--- src/rtl/branch_resolver_pkg.sv ---
// Shared widths and the branch result record for the branch resolution broadcast logic.
package branch_resolver_pkg;

  localparam int NUM_BR_IN_DEF = 2;
  localparam int B_W_DEF       = 4;
  localparam int ADDR_W_DEF    = 32;

  typedef logic [B_W_DEF-1:0]    b_mask_t;
  typedef logic [ADDR_W_DEF-1:0] addr_t;

  typedef struct packed {
    logic    valid;
    b_mask_t b_mm;
    b_mask_t b_mask;
    logic    mispred;
    addr_t   target;
  } br_result_t;

endpackage

--- src/rtl/branch_resolver_oldest_sel.sv ---
// Picks the oldest mispredicting candidate: the one whose dependency mask names no
// other mispredicting candidate. The lowest slot wins if more than one qualifies.
module br_oldest_sel #(
  parameter int B_W = 4
) (
  input  logic [B_W-1:0]     mp_i,
  input  logic [B_W*B_W-1:0] dep_i,
  output logic [B_W-1:0]     oldest_o,
  output logic               found_o
);

  logic [B_W-1:0] ok_s;
  logic [B_W-1:0] others_s;
  logic           taken_s;

  // mark every mispredict candidate that depends on no other mispredict candidate
  always_comb begin
    ok_s     = {B_W{1'b0}};
    others_s = {B_W{1'b0}};
    for (int s = 0; s < B_W; s++) begin
      others_s    = mp_i;
      others_s[s] = 1'b0;
      ok_s[s]     = mp_i[s] && ((dep_i[s*B_W +: B_W] & others_s) == {B_W{1'b0}});
    end
  end

  // reduce the qualifying set to a single one-hot slot
  always_comb begin
    oldest_o = {B_W{1'b0}};
    taken_s  = 1'b0;
    for (int s = 0; s < B_W; s++) begin
      oldest_o[s] = ok_s[s] & ~taken_s;
      taken_s     = taken_s | ok_s[s];
    end
    found_o = taken_s;
  end

endmodule

--- src/rtl/branch_resolver.sv ---
// Collects resolved branch results and broadcasts at most one resolution per cycle,
// oldest mispredict first, never broadcasting a branch squashed by an older one.
module branch_resolver
  import branch_resolver_pkg::*;
#(
  parameter int NUM_BR_IN = NUM_BR_IN_DEF,
  parameter int B_W       = B_W_DEF,
  parameter int ADDR_W    = ADDR_W_DEF
) (
  input  logic                        clock,
  input  logic                        reset,
  input  logic [NUM_BR_IN-1:0]        br_in_valid,
  input  logic [NUM_BR_IN*B_W-1:0]    br_in_b_mm,
  input  logic [NUM_BR_IN*B_W-1:0]    br_in_b_mask,
  input  logic [NUM_BR_IN-1:0]        br_in_mispred,
  input  logic [NUM_BR_IN*ADDR_W-1:0] br_in_target,
  output logic [B_W-1:0]              b_mm_resolve,
  output logic                        b_mm_mispred,
  output logic [ADDR_W-1:0]           resolve_target
);

  logic [B_W-1:0]    pend_v_q, pend_v_d;
  logic [B_W-1:0]    pend_mp_q, pend_mp_d;
  logic [B_W-1:0]    pend_dep_q [B_W];
  logic [B_W-1:0]    pend_dep_d [B_W];
  logic [ADDR_W-1:0] pend_tgt_q [B_W];
  logic [ADDR_W-1:0] pend_tgt_d [B_W];

  logic [B_W-1:0]    resolve_q, resolve_d;
  logic              mispred_q, mispred_d;
  logic [ADDR_W-1:0] tgt_q, tgt_d;

  logic [NUM_BR_IN-1:0] in_ok_s;
  logic [B_W-1:0]       in_dep_s [NUM_BR_IN];

  logic [B_W-1:0]       cand_v_s, cand_mp_s;
  logic [B_W-1:0]       cand_dep_s [B_W];
  logic [ADDR_W-1:0]    cand_tgt_s [B_W];
  logic [B_W*B_W-1:0]   cand_dep_flat_s;
  logic [B_W-1:0]       oldest_s;
  logic                 found_s;

  // squashed producers are dropped; correctly resolved bits leave incoming masks
  always_comb begin
    for (int k = 0; k < NUM_BR_IN; k++) begin
      in_dep_s[k] = br_in_b_mask[k*B_W +: B_W];
      in_ok_s[k]  = br_in_valid[k];
      if (mispred_q) begin
        if ((in_dep_s[k] & resolve_q) != {B_W{1'b0}}) in_ok_s[k] = 1'b0;
        else in_ok_s[k] = br_in_valid[k];
      end else begin
        in_dep_s[k] = in_dep_s[k] & ~resolve_q;
      end
    end
  end

  // merge pending entries and accepted inputs into one per-slot candidate view
  always_comb begin
    cand_v_s        = pend_v_q;
    cand_mp_s       = pend_mp_q;
    cand_dep_s      = pend_dep_q;
    cand_tgt_s      = pend_tgt_q;
    cand_dep_flat_s = {(B_W*B_W){1'b0}};
    for (int k = 0; k < NUM_BR_IN; k++) begin
      for (int s = 0; s < B_W; s++) begin
        if (in_ok_s[k] && br_in_b_mm[k*B_W + s]) begin
          cand_v_s[s]   = 1'b1;
          cand_mp_s[s]  = br_in_mispred[k];
          cand_dep_s[s] = in_dep_s[k];
          cand_tgt_s[s] = br_in_target[k*ADDR_W +: ADDR_W];
        end else begin
          cand_v_s[s] = cand_v_s[s];
        end
      end
    end
    for (int s = 0; s < B_W; s++) cand_dep_flat_s[s*B_W +: B_W] = cand_dep_s[s];
  end

  br_oldest_sel #(
    .B_W (B_W)
  ) u_oldest_sel (
    .mp_i     (cand_v_s & cand_mp_s),
    .dep_i    (cand_dep_flat_s),
    .oldest_o (oldest_s),
    .found_o  (found_s)
  );

  // choose this cycle's broadcast and update the pending table
  always_comb begin
    resolve_d  = {B_W{1'b0}};
    mispred_d  = 1'b0;
    tgt_d      = {ADDR_W{1'b0}};
    pend_v_d   = cand_v_s;
    pend_mp_d  = cand_mp_s;
    pend_dep_d = cand_dep_s;
    pend_tgt_d = cand_tgt_s;
    if (found_s) begin
      resolve_d = oldest_s;
      mispred_d = 1'b1;
      for (int s = 0; s < B_W; s++) begin
        tgt_d       = tgt_d | (cand_tgt_s[s] & {ADDR_W{oldest_s[s]}});
        // the winner and everything younger than it leave the table
        pend_v_d[s] = cand_v_s[s] & ~oldest_s[s] &
                      ((cand_dep_s[s] & oldest_s) == {B_W{1'b0}});
      end
    end else if (cand_v_s != {B_W{1'b0}}) begin
      resolve_d = cand_v_s;
      pend_v_d  = {B_W{1'b0}};
      for (int s = 0; s < B_W; s++) pend_dep_d[s] = cand_dep_s[s] & ~cand_v_s;
    end else begin
      resolve_d = {B_W{1'b0}};
    end
  end

  // table and broadcast registers
  always_ff @(posedge clock or posedge reset) begin
    if (reset) begin
      pend_v_q  <= {B_W{1'b0}};
      pend_mp_q <= {B_W{1'b0}};
      for (int s = 0; s < B_W; s++) begin
        pend_dep_q[s] <= {B_W{1'b0}};
        pend_tgt_q[s] <= {ADDR_W{1'b0}};
      end
      resolve_q <= {B_W{1'b0}};
      mispred_q <= 1'b0;
      tgt_q     <= {ADDR_W{1'b0}};
    end else begin
      pend_v_q   <= pend_v_d;
      pend_mp_q  <= pend_mp_d;
      pend_dep_q <= pend_dep_d;
      pend_tgt_q <= pend_tgt_d;
      resolve_q  <= resolve_d;
      mispred_q  <= mispred_d;
      tgt_q      <= tgt_d;
    end
  end

  assign b_mm_resolve   = resolve_q;
  assign b_mm_mispred   = mispred_q;
  assign resolve_target = tgt_q;

endmodule

--- config.mk ---
export PLATFORM = sky130hd
export DESIGN_NAME = branch_resolver
export DESIGN_NICKNAME = d
export VERILOG_FILES = /design/src/rtl/branch_resolver_pkg.sv /design/src/rtl/branch_resolver_oldest_sel.sv /design/src/rtl/branch_resolver.sv
export SDC_FILE = /design/constraint.sdc
export NUM_CORES = 1
export LEC_CHECK = 0
export ABC_AREA = 1
export BUFFER_PORTS_ARGS = -buffer_cell sky130_fd_sc_hd__buf_4
export CORE_MARGIN = 8
export CORE_UTILIZATION = 45
export CTS_BUF_LIST = sky130_fd_sc_hd__clkbuf_8
export DETAILED_ROUTE_END_ITERATION = 12
export HOLD_SLACK_MARGIN = 0.12
export PLACE_DENSITY_LB_ADDON = 0.05
export SYNTH_ARGS = -nofsm -noshare
export SYNTH_HDL_FRONTEND = slang
export SYNTH_SLANG_ARGS = --single-unit
--- constraint.sdc ---
create_clock -name clock -period 5.32 [get_ports clock]
set_input_delay 0.532 -clock clock [delete_from_list [all_inputs] [get_ports clock]]
set_output_delay 0.532 -clock clock [all_outputs]
set_load 0.02 [all_outputs]
== Word-level counts from Yosys, hierarchy flattened ==
Index checks and enable logic that the tools add are counted.

* Logic and storage cells: 128
* Register bits after elaboration: 189
* Bits of input ports: 86
* Output and inout port bits: 37

* Reductions and logical operators: 23
* Muxes and demuxes: 46
* Bitwise gates (word level): 46

{| class="wikitable"
|+ Operators by type and width
! cell !! count
|-
| $mux W32 || 9
|-
| $and A32 B32 Y32 || 4
|-
| $or A32 B32 Y32 || 3
|-
| $and A4 B4 Y4 || 16
|-
| $mux W4 || 14
|-
| $logic_not A4 Y1 || 8
|-
| $mux W16 || 2
|-
| $mux W1 || 21
|-
| $logic_and A1 B1 Y1 || 12
|-
| $reduce_bool A4 Y1 || 3
|-
| $and A1 B1 Y1 || 11
|-
| $not A4 Y4 || 2
|-
| $not A1 Y1 || 6
|-
| $and A4 B3 Y4 || 1
|-
| $or A1 B1 Y1 || 3
|}

== Longest topological paths before layout ==
Gate-level depths: netlist (run 1).

* Word-level depth: 19
* Depth in mapped cells: 16
* Gate-level depth less buffers: 15

== Modules after synthesis ==
A second synthesis (run 1) with hierarchy kept.

* Cell total of the unflattened synthesis: 1474
* Area, all modules: 10745.3 µm²

{| class="wikitable"
|+ By module, submodules not included
! module !! seq. area each (µm²) !! area each (µm²) !! cells an instance !! times used
|-
| branch_resolver || 4729.5 || 10597.7 || 1440 || 1
|-
| br_oldest_sel || 0.0 || 147.6 || 34 || 1
|}

== Least setup slack after synthesis (run 1) ==
Ideal clock, no wire load.

* Kind: input port to flip-flop
* Start: in br_in_b_mask[2]
* End: reg tgt_q[10] (netlist: resolve_target[10])
* Arrival time: 2.190 ns
* Slack: 3.003 ns
* Stages: 15
* Path through: nand2_1 > nand2_2 > o21ai_4 > nand3_2 > nand2_1 > nand3_1 > nand3_2 > nor2_1 > nor2_1 > nand2_4 > nand2_4 > inv_2 > buf_2 > nand4_1 > nand3b_1

* Cells in the longest elaborated chain, start to end: 18

{| class="wikitable"
|+ Ends and longest elaborated chain
! element !! RTL line !! text
|-
| start: declaration || branch_resolver.sv:14 || <nowiki>input logic [NUM_BR_IN*B_W-1:0] br_in_b_mask,</nowiki>
|-
| $and A4 B4 Y4 || branch_resolver.sv:49 || <nowiki>if ((in_dep_s[k] & resolve_q) != {B_W{1'b0}}) in_ok_s[k] = 1'b0;</nowiki>
|-
| $reduce_bool A4 Y1 || branch_resolver.sv:49 ||
|-
| $mux W1 || branch_resolver.sv:49 ||
|-
| $mux W1 || branch_resolver.sv:48 || <nowiki>if (mispred_q) begin</nowiki>
|-
| $logic_and A1 B1 Y1 || branch_resolver.sv:66 || <nowiki>if (in_ok_s[k] && br_in_b_mm[k*B_W + s]) begin</nowiki>
|-
| $mux W1 (2 in a row) || branch_resolver.sv:66 ||
|-
| $and A4 B4 Y4 || branch_resolver.sv:82 || <nowiki>.mp_i (cand_v_s & cand_mp_s),</nowiki>
|-
| $and A4 B4 Y4 || branch_resolver_oldest_sel.sv:23 || <nowiki>ok_s[s] = mp_i[s] && ((dep_i[s*B_W +: B_W] & others_s) == {B_W{1'b0}});</nowiki>
|-
| [2 not listed] || n/a ||
|-
| $not A1 Y1 or $or A1 B1 Y1 (tied branches) || branch_resolver_oldest_sel.sv:32, branch_resolver_oldest_sel.sv:33 ||
|-
| $and A1 B1 Y1 (tied with other cells) || branch_resolver_oldest_sel.sv:32 || <nowiki>oldest_o[s] = ok_s[s] & ~taken_s;</nowiki>
|-
| $and A32 B32 Y32 (tied with other cells) || branch_resolver.sv:101 || <nowiki>tgt_d = tgt_d | (cand_tgt_s[s] & {ADDR_W{oldest_s[s]}});</nowiki>
|-
| $or A32 B32 Y32 (tied with other cells) || branch_resolver.sv:101 ||
|-
| $or A32 B32 Y32 or $and A32 B32 Y32 (tied branches) || branch_resolver.sv:101 ||
|-
| $or A32 B32 Y32 || branch_resolver.sv:101 ||
|-
| $mux W32 * || branch_resolver.sv:97 || <nowiki>if (found_s) begin</nowiki>
|-
| via tgt_d[10] || branch_resolver.sv:31 || <nowiki>logic [ADDR_W-1:0] tgt_q, tgt_d;</nowiki>
|-
| end signal: assignment || branch_resolver.sv:126 || <nowiki>tgt_q <= {ADDR_W{1'b0}};</nowiki>
|-
| end signal: assignment || branch_resolver.sv:134 || <nowiki>tgt_q <= tgt_d;</nowiki>
|-
| end: declaration || branch_resolver.sv:31 ||
|}

The timed path passes the listed nets; every way through them passes the cells marked *.

==> flow_summary.json, run 1 <==
{
  "synth_adder_area_share": 0,
  "drt_wl_total_um": 28600,
  "ctsResizeCount": 0,
  "setup-violations-final": 0,
  "ir_drop_mv": 0.369,
  "synth_top_family_by_area": "compound AO/OA/AOI/OAI gates",
  "antenna_found_initial": 0,
  "die_y_um": 159,
  "critPathBufInv": 1,
  "htreeDepth": 4,
  "worstMarginPinSlew_ns": 0.851,
  "via_count": 8322,
  "cp.depth": 13,
  "via_per_inst": 5.60,
  "synth_cells": 1125,
  "cap_violations": 0,
  "coreArea_mm2": 0.0202,
  "worstSetupStartpoint": "b_mm_resolve[2]",
  "cts_buffers": 17,
  "crit_required_ns": 5.67,
  "drive_gt1_frac": 0.165,
  "synthToLayoutAreaGrowth_pct": 16.4,
  "grt_pass1_wl_um": 46400,
  "synthXorXnorAreaFrac": 0,
  "finish.net_count": 1290,
  "r2r-start": "b_mm_resolve[2]",
  "min_period_over_period": 0.717,
  "synthMuxAreaShare": 0,
  "ys_ff_latch": 185,
  "rsz0062_at_grt": "false",
  "final_cell_mix": "a21oi_1 (257), nand2_1 (197), dfrtp_1 (185)",
  "syn_area_mm2": 0.00919,
  "yosysSeqAreaShare": 0.504,
  "worstPathCellList": "nand2_1 -> nand2_2 -> o21ai_4 -> nand3_4 -> buf_4 -> nand2_1 -> nand3_1 -> nand3_2 -> nor2_1 -> nand2_4 -> nand4_1 -> nor2_2 -> nor2_1",
  "routedWlPerCell_um": 19.3,
  "cp-start-kind": "flop",
  "rrSetupSlack_ns": 1.50,
  "fin_ws_ns": 1.50,
  "drtAntennaViolNets": 0,
  "end_kind": "flop",
  "crit_type": "reg2reg",
  "hold_buffers": 0,
  "n_antenna_cell": 0,
  "postCtsSetupBuffers": 0,
  "hold_viol_final": 0,
  "critical-path-top-delay-family": "simple AND/OR/NAND/NOR gates",
  "hold_class": "in2async",
  "ys_warn_count": 0,
  "cpPeakStageDelay_ns": 0.60,
  "syn-num-nets": 1211,
  "clkTransAtPathRegs_ns": 0.10,
  "place_ws_ns": 1.36,
  "rows": 52,
  "grt_pass1_vias": 8282,
  "die_w_um": 159,
  "synth.avg_cell_area_um2": 8.17,
  "synthDistinctLibCells": 31,
  "portBuffers": 122,
  "period_minus_slack_ns": 3.82,
  "hpwlAfterDp_um": 17400,
  "tns_ns": 0,
  "root_buffer": "clkbuf_8",
  "slew_headroom": 0.433,
  "grt-ovfl-total": 0,
  "cts.path.max_buffers": 2,
  "io_pins": 123,
  "track_usage": 0.225,
  "r2r-end": "pend_dep_q[10]",
  "fin_skew_ns": 0.0120,
  "reg2regPathDepth": 13,
  "drt-initial-drc-count": 691,
  "synth-compound-area-share": 0.221,
  "clk_latency_ns": 0.47,
  "path_max_fanout": 37,
  "drcViolationCount": 0,
  "cp_data_arrival_time_ns": 4.16,
  "power_leakage_nw": 5.10,
  "cellPowerDensity_mw_per_mm2": 582,
  "synthSimpleGateAreaFrac": 0.200,
  "cts.sinks": 185,
  "grt_max_degree": 143,
  "dieArea_mm2": 0.0253,
  "drtPass1Iterations": 5,
  "max_freq_mhz": 262,
  "drv_slew": 0,
  "gp_congestion": 0.884,
  "initial_utilization": 0.456,
  "cts_tree": "yes",
  "final_common_cell": "a21oi_1",
  "cpMaxStageDelayCell": "nand4_1",
  "outcome": "complete, no violations"
}
==> per-stage QoR <==
step / util / hold slack [ns] / instances / power [mW] / instance area, µm²
5_1_grt: 0.531 / 0.251 / 1485 / 6.69 / 10700
2_1_floorplan: - / 0.529 / 1125 / 4.35 / 9200
4_1_cts: 0.531 / 0.223 / 1485 / 6.24 / 10700
3_3_place_gp: 0.508 / 0.547 / 1455 / 5.13 / 10300
6_report: 0.531 / 0.220 / 1485 / 6.23 / 10700
3_5_place_dp: 0.508 / 0.555 / 1455 / 5.17 / 10300
==> worst max-delay path by stage <==
stage                     slack (ns)        endpoint
after CTS                       1.54  pend_dep_q[11]
after floorplan                 2.41    b_mm_mispred
after global routing            1.17   pend_dep_q[2]
after global placement          1.38     pend_v_q[1]
after detailed placement        1.36  pend_dep_q[11]
final                           1.50  pend_dep_q[10]
==> cells in the mapped netlist (all sizes together) <==
cell type | n | area share
o22ai | 2 | 0.0014
dfrtp | 185 | 0.50
a21boi | 3 | 0.0024
nor2 | 50 | 0.026
nand3 | 33 | 0.024
nand2 | 202 | 0.086
o21ai | 137 | 0.076
clkbuf | 55 | 0.022
inv | 91 | 0.037
o211ai | 2 | 0.0016
buf | 23 | 0.015
nand4 | 44 | 0.030
and2 | 3 | 0.0020
a21oi | 257 | 0.14
nand3b | 38 | 0.031
==> state kept, by name, summed over array words and instances (netlist names) <==
signal          cells
b_mm_mispred        1
b_mm_resolve        4
pend_tgt_q        128
pend_v_q            4
pend_mp_q           4
pend_dep_q         12
resolve_target     32
==> worst register-to-register path: cells and delay by family, from the launching register on <==
family | cells | cell delay, ns
buffers and inverters | 1 | 0.37
AO/OA/AOI/OAI | 1 | 0.42
AND/OR/NAND/NOR | 11 | 2.45
flip-flops | 1 | 0.46
==> per-layer routing <==
metal / track usage / up-vias / wire length, µm
met3: 0.0331 / 29 / 1520
met4: 0.0549 / 0 / 371
li1: - / 3955 / -
met1: 0.299 / 4088 / 12600
met2: 0.382 / 250 / 14200
met5: 0 / - / 0
==> where the power goes <==
part / switching (mW) / internal [mW]
Combinational: 1.92 / 0.946
Sequential: 0.211 / 2.09
Clock: 0.517 / 0.549
==> area by class of cell <==
class	instances	area, µm²
fillers	1980	9470
flip-flops and latches	185	4630
multi-input cells	771	3890
repair buffers	138	1050
inverters	91	348
well taps	270	338
clock buffers	20	275
clock inverters	10	169
==> cell families after synthesis <==
family / Yosys count
AO/OA/AOI/OAI: 401
AND/OR/NAND/NOR: 370
flip-flops: 185
buffers and inverters: 169
Power figures use the tool's default switching activity.
==> run 2: changes to the inputs <==
--- a/config.mk
+++ b/config.mk
@@ -5,7 +5,7 @@
 export SDC_FILE = /design/constraint.sdc
 export NUM_CORES = 1
 export LEC_CHECK = 0
-export ABC_AREA = 1
+export ABC_AREA = 0
 export BUFFER_PORTS_ARGS = -buffer_cell sky130_fd_sc_hd__buf_4
 export CORE_MARGIN = 8
 export CORE_UTILIZATION = 45
==> constraint.sdc (replaced) <==
create_clock -name clock -period 3.2 [get_ports clock]
set_input_delay 0.32 -clock clock [delete_from_list [all_inputs] [get_ports clock]]
set_output_delay 0.32 -clock clock [all_outputs]
set_load 0.02 [all_outputs]
==> run 2 against run 1 <==
Count of clock-buffer cells in the layout decreased by 1. Sequential power increased by 68%. Non-clock buffer count increased by 62. Critical endpoint is now resolve_target[13]. First-iteration DRC count increased by 28%. Routed wire length increased by 17%. Via count increased by 9.6%. Clock skew about the same.
==> flow_summary.json, run 2 <==
{
  "outcome": "complete, no violations",
  "via_count": 9125,
  "power_leakage_nw": 5.38,
  "initial_utilization": 0.457,
  "reg2regPathDepth": 11,
  "hold_class": "in2reg",
  "crit_type": "reg2reg",
  "synth_area_leaders": "dfrtp_1 (48%), nand2_1 (8.5%), a31oi_1 (4.9%), nor2_1 (4.5%), a21oi_1 (4.2%)",
  "synth_edf_count": 0,
  "portBuffers": 122,
  "drive_gt1_frac": 0.212,
  "critical_path.most_common_cell": "buf_4",
  "dieArea_mm2": 0.0263,
  "coreArea_mm2": 0.0210,
  "synth_cells": 1091,
  "routedWlPerCell_um": 22.3,
  "drt_wl_total_um": 33600,
  "drv_slew": 0,
  "yosysSeqAreaShare": 0.481,
  "cts_tree": "yes",
  "io_pins": 123,
  "synthArstFlopShare": 1.00,
  "final_common_cell": "nand2_1",
  "rsz0062_at_grt": "false",
  "end_kind": "flop",
  "cellPowerDensity_mw_per_mm2": 994,
  "grt_pass1_vias": 8928,
  "drt-initial-drc-count": 886,
  "die_y_um": 162,
  "drcViolationCount": 0,
  "clkTransAtPathRegs_ns": 0.10,
  "synth_top_family_by_area": "compound AO/OA/AOI/OAI gates",
  "register_area_mm2": 0.00463,
  "ys_ff_latch": 185,
  "crit_required_ns": 3.54,
  "place_ws_ns": -0.0595,
  "syn-num-nets": 1177,
  "cp-start-kind": "flop",
  "ir_drop_mv": 0.384,
  "htreeDepth": 4,
  "drtAntennaViolNets": 0,
  "grt-ovfl-total": 0,
  "cts.path.max_buffers": 2,
  "critical-path-top-delay-family": "compound AO/OA/AOI/OAI gates",
  "total_power_mw": 11.6,
  "fin_ws_ns": 0.123,
  "multiInputGateArea_mm2": 0.00468,
  "synthToLayoutAreaGrowth_pct": 21.4,
  "period_minus_slack_ns": 3.08,
  "rows": 53,
  "synthSimpleGateAreaFrac": 0.190,
  "synth_adder_area_share": 0,
  "drtPass1Iterations": 7,
  "netlist.area_leader.share": 0.481,
  "grt_max_degree": 59,
  "max_freq_mhz": 325,
  "top_register": "pend_tgt_q",
  "slew_headroom": 0.468,
  "final_cell_mix": "nand2_1 (217), dfrtp_1 (185), buf_4 (185)",
  "cp_data_arrival_time_ns": 3.42,
  "clk_latency_ns": 0.46,
  "yosys-top-cells-count": "nand2_1 (218), dfrtp_1 (185), nor2_1 (115)",
  "n_antenna_cell": 0,
  "synthXorXnorAreaFrac": 0,
  "hold_viol_final": 0,
  "track_usage": 0.252,
  "grt_pass1_wl_um": 51800,
  "worstMarginPinSlew_ns": 0.797,
  "fin_skew_ns": 0.0118,
  "worstPathCellList": "buf_4 -> a22oi_1 -> buf_4 -> nand4_1 -> a21boi_0 -> o22ai_1 -> o221ai_4 -> nor2_4 -> o31a_2 -> buf_4 -> a32o_1",
  "min_period_over_period": 0.961,
  "yosysTopAreaCell": "dfrtp_1",
  "cpMaxStageDelayCell": "dfrtp_1",
  "largest_register_ffs": 128,
  "hpwlAfterDp_um": 21800,
  "cts.sinks": 185,
  "root_buffer": "clkbuf_8",
  "synth_most_common_cell": "nand2_1",
  "synth_ff_type": "dfrtp_1",
  "synthMuxAreaShare": 0.0375,
  "die_w_um": 162,
  "antenna_found_initial": 0,
  "cap_violations": 0,
  "n_fill_cell": 1931,
  "tns_ns": 0,
  "cpPeakStageDelay_ns": 0.40,
  "via_per_inst": 6.05,
  "cts_buffers": 17,
  "cp.depth": 11,
  "syn_area_mm2": 0.00962,
  "gp_congestion": 0.906,
  "ys_warn_count": 0,
  "critPathBufInv": 3,
  "synth-compound-area-share": 0.249,
  "worstHoldPathCells": 3,
  "setup-violations-final": 0,
  "finish.net_count": 1308,
  "path_max_fanout": 11,
  "synthDistinctLibCells": 48,
  "synth.avg_cell_area_um2": 8.81
}
[run 2: cell count changes after synthesis, moves of 21 or more]
cell,previous run,this run
a21oi_1,257,80
o21ai_0,131,36
inv_1,85,3
a31oi_1,0,76
nor2_1,41,115
nand4_1,44,5
nand3b_1,37,0
mux2i_1,0,36
or3_1,0,35
o21a_1,0,34
a211o_1,0,32
a32o_1,0,32
nand2_1,197,218
[run 2: worst register-to-register path, stage by stage, from the launching register on]
cell and delay, ns:
dfrtp_1 0.40, buf_4 0.16, a22oi_1 0.25, buf_4 0.20
nand4_1 0.09, a21boi_0 0.30, o22ai_1 0.23, o221ai_4 0.35
nor2_4 0.17, o31a_2 0.37, buf_4 0.20, a32o_1 0.23
[run 2: cell type report]
cell class	count	share of cell area
Multi-Input combinational cell	815	0.401
Sequential cell	185	0.397
Timing Repair Buffer	200	0.137
Tap cell	275	0.0295
Clock buffer	19	0.0224
Clock inverter	12	0.0119
Inverter	3	0.00129
[run 2: cells by family after synthesis]
family                 after synthesis
AOI/OAI and AO/OA                  352
buffers and inverters               92
DFF                                185
muxes                               36
and+or+nand+nor                    426
[run 2: final timing paths]
kind | startpoint | end | slack, ns
setup reg to reg | b_mm_resolve[0] | resolve_target[13] | 0.12
max in group asynchronous | reset | resolve_target[14] | 1.92
hold / removal | br_in_target[55] | pend_tgt_q[23] | 0.15
hold reg to reg | pend_tgt_q[33] | pend_tgt_q[33] | 0.52
setup / recovery | b_mm_resolve[0] | resolve_target[13] | 0.12
min in group asynchronous | reset | pend_tgt_q[34] | 0.51
[run 2: where the power goes]
| part | internal (mW) | total [mW] | switching [mW] |
|---|---|---|---|
| Sequential | 3.47 | 3.87 | 0.395 |
| Combinational | 2.52 | 6.09 | 3.57 |
| Clock | 0.745 | 1.65 | 0.900 |
| Total | 6.74 | 11.6 | 4.86 |
[run 2: repair_timing]
item	CTS	global route
endpoints found under the setup margin	32	43
setup buffers	0	3
hold buffers	9	0
cloned	1	0
gates resized for setup	0	7
endpoints found under the hold margin	32	0
pin swaps	1	2
[run 2: metal layers]
metal  global-route usage  up-vias  part of all wire
met5                    0        -                 0
met4               0.0875        0             0.022
met3               0.0557       55             0.081
met2                0.381      442              0.45
met1                0.350     4465              0.45
li1                     -     4163                 -
[run 2: metrics by stage]
step / cells / area (µm²) / hold WS, ns / util
after floorplan: 1091 / 9620 / 0.466 / -
after global placement: 1465 / 11100 / 0.454 / 0.529
after detailed placement: 1465 / 11100 / 0.448 / 0.529
after CTS: 1506 / 11600 / 0.120 / 0.552
after global routing: 1509 / 11700 / 0.126 / 0.555
final: 1509 / 11700 / 0.147 / 0.555
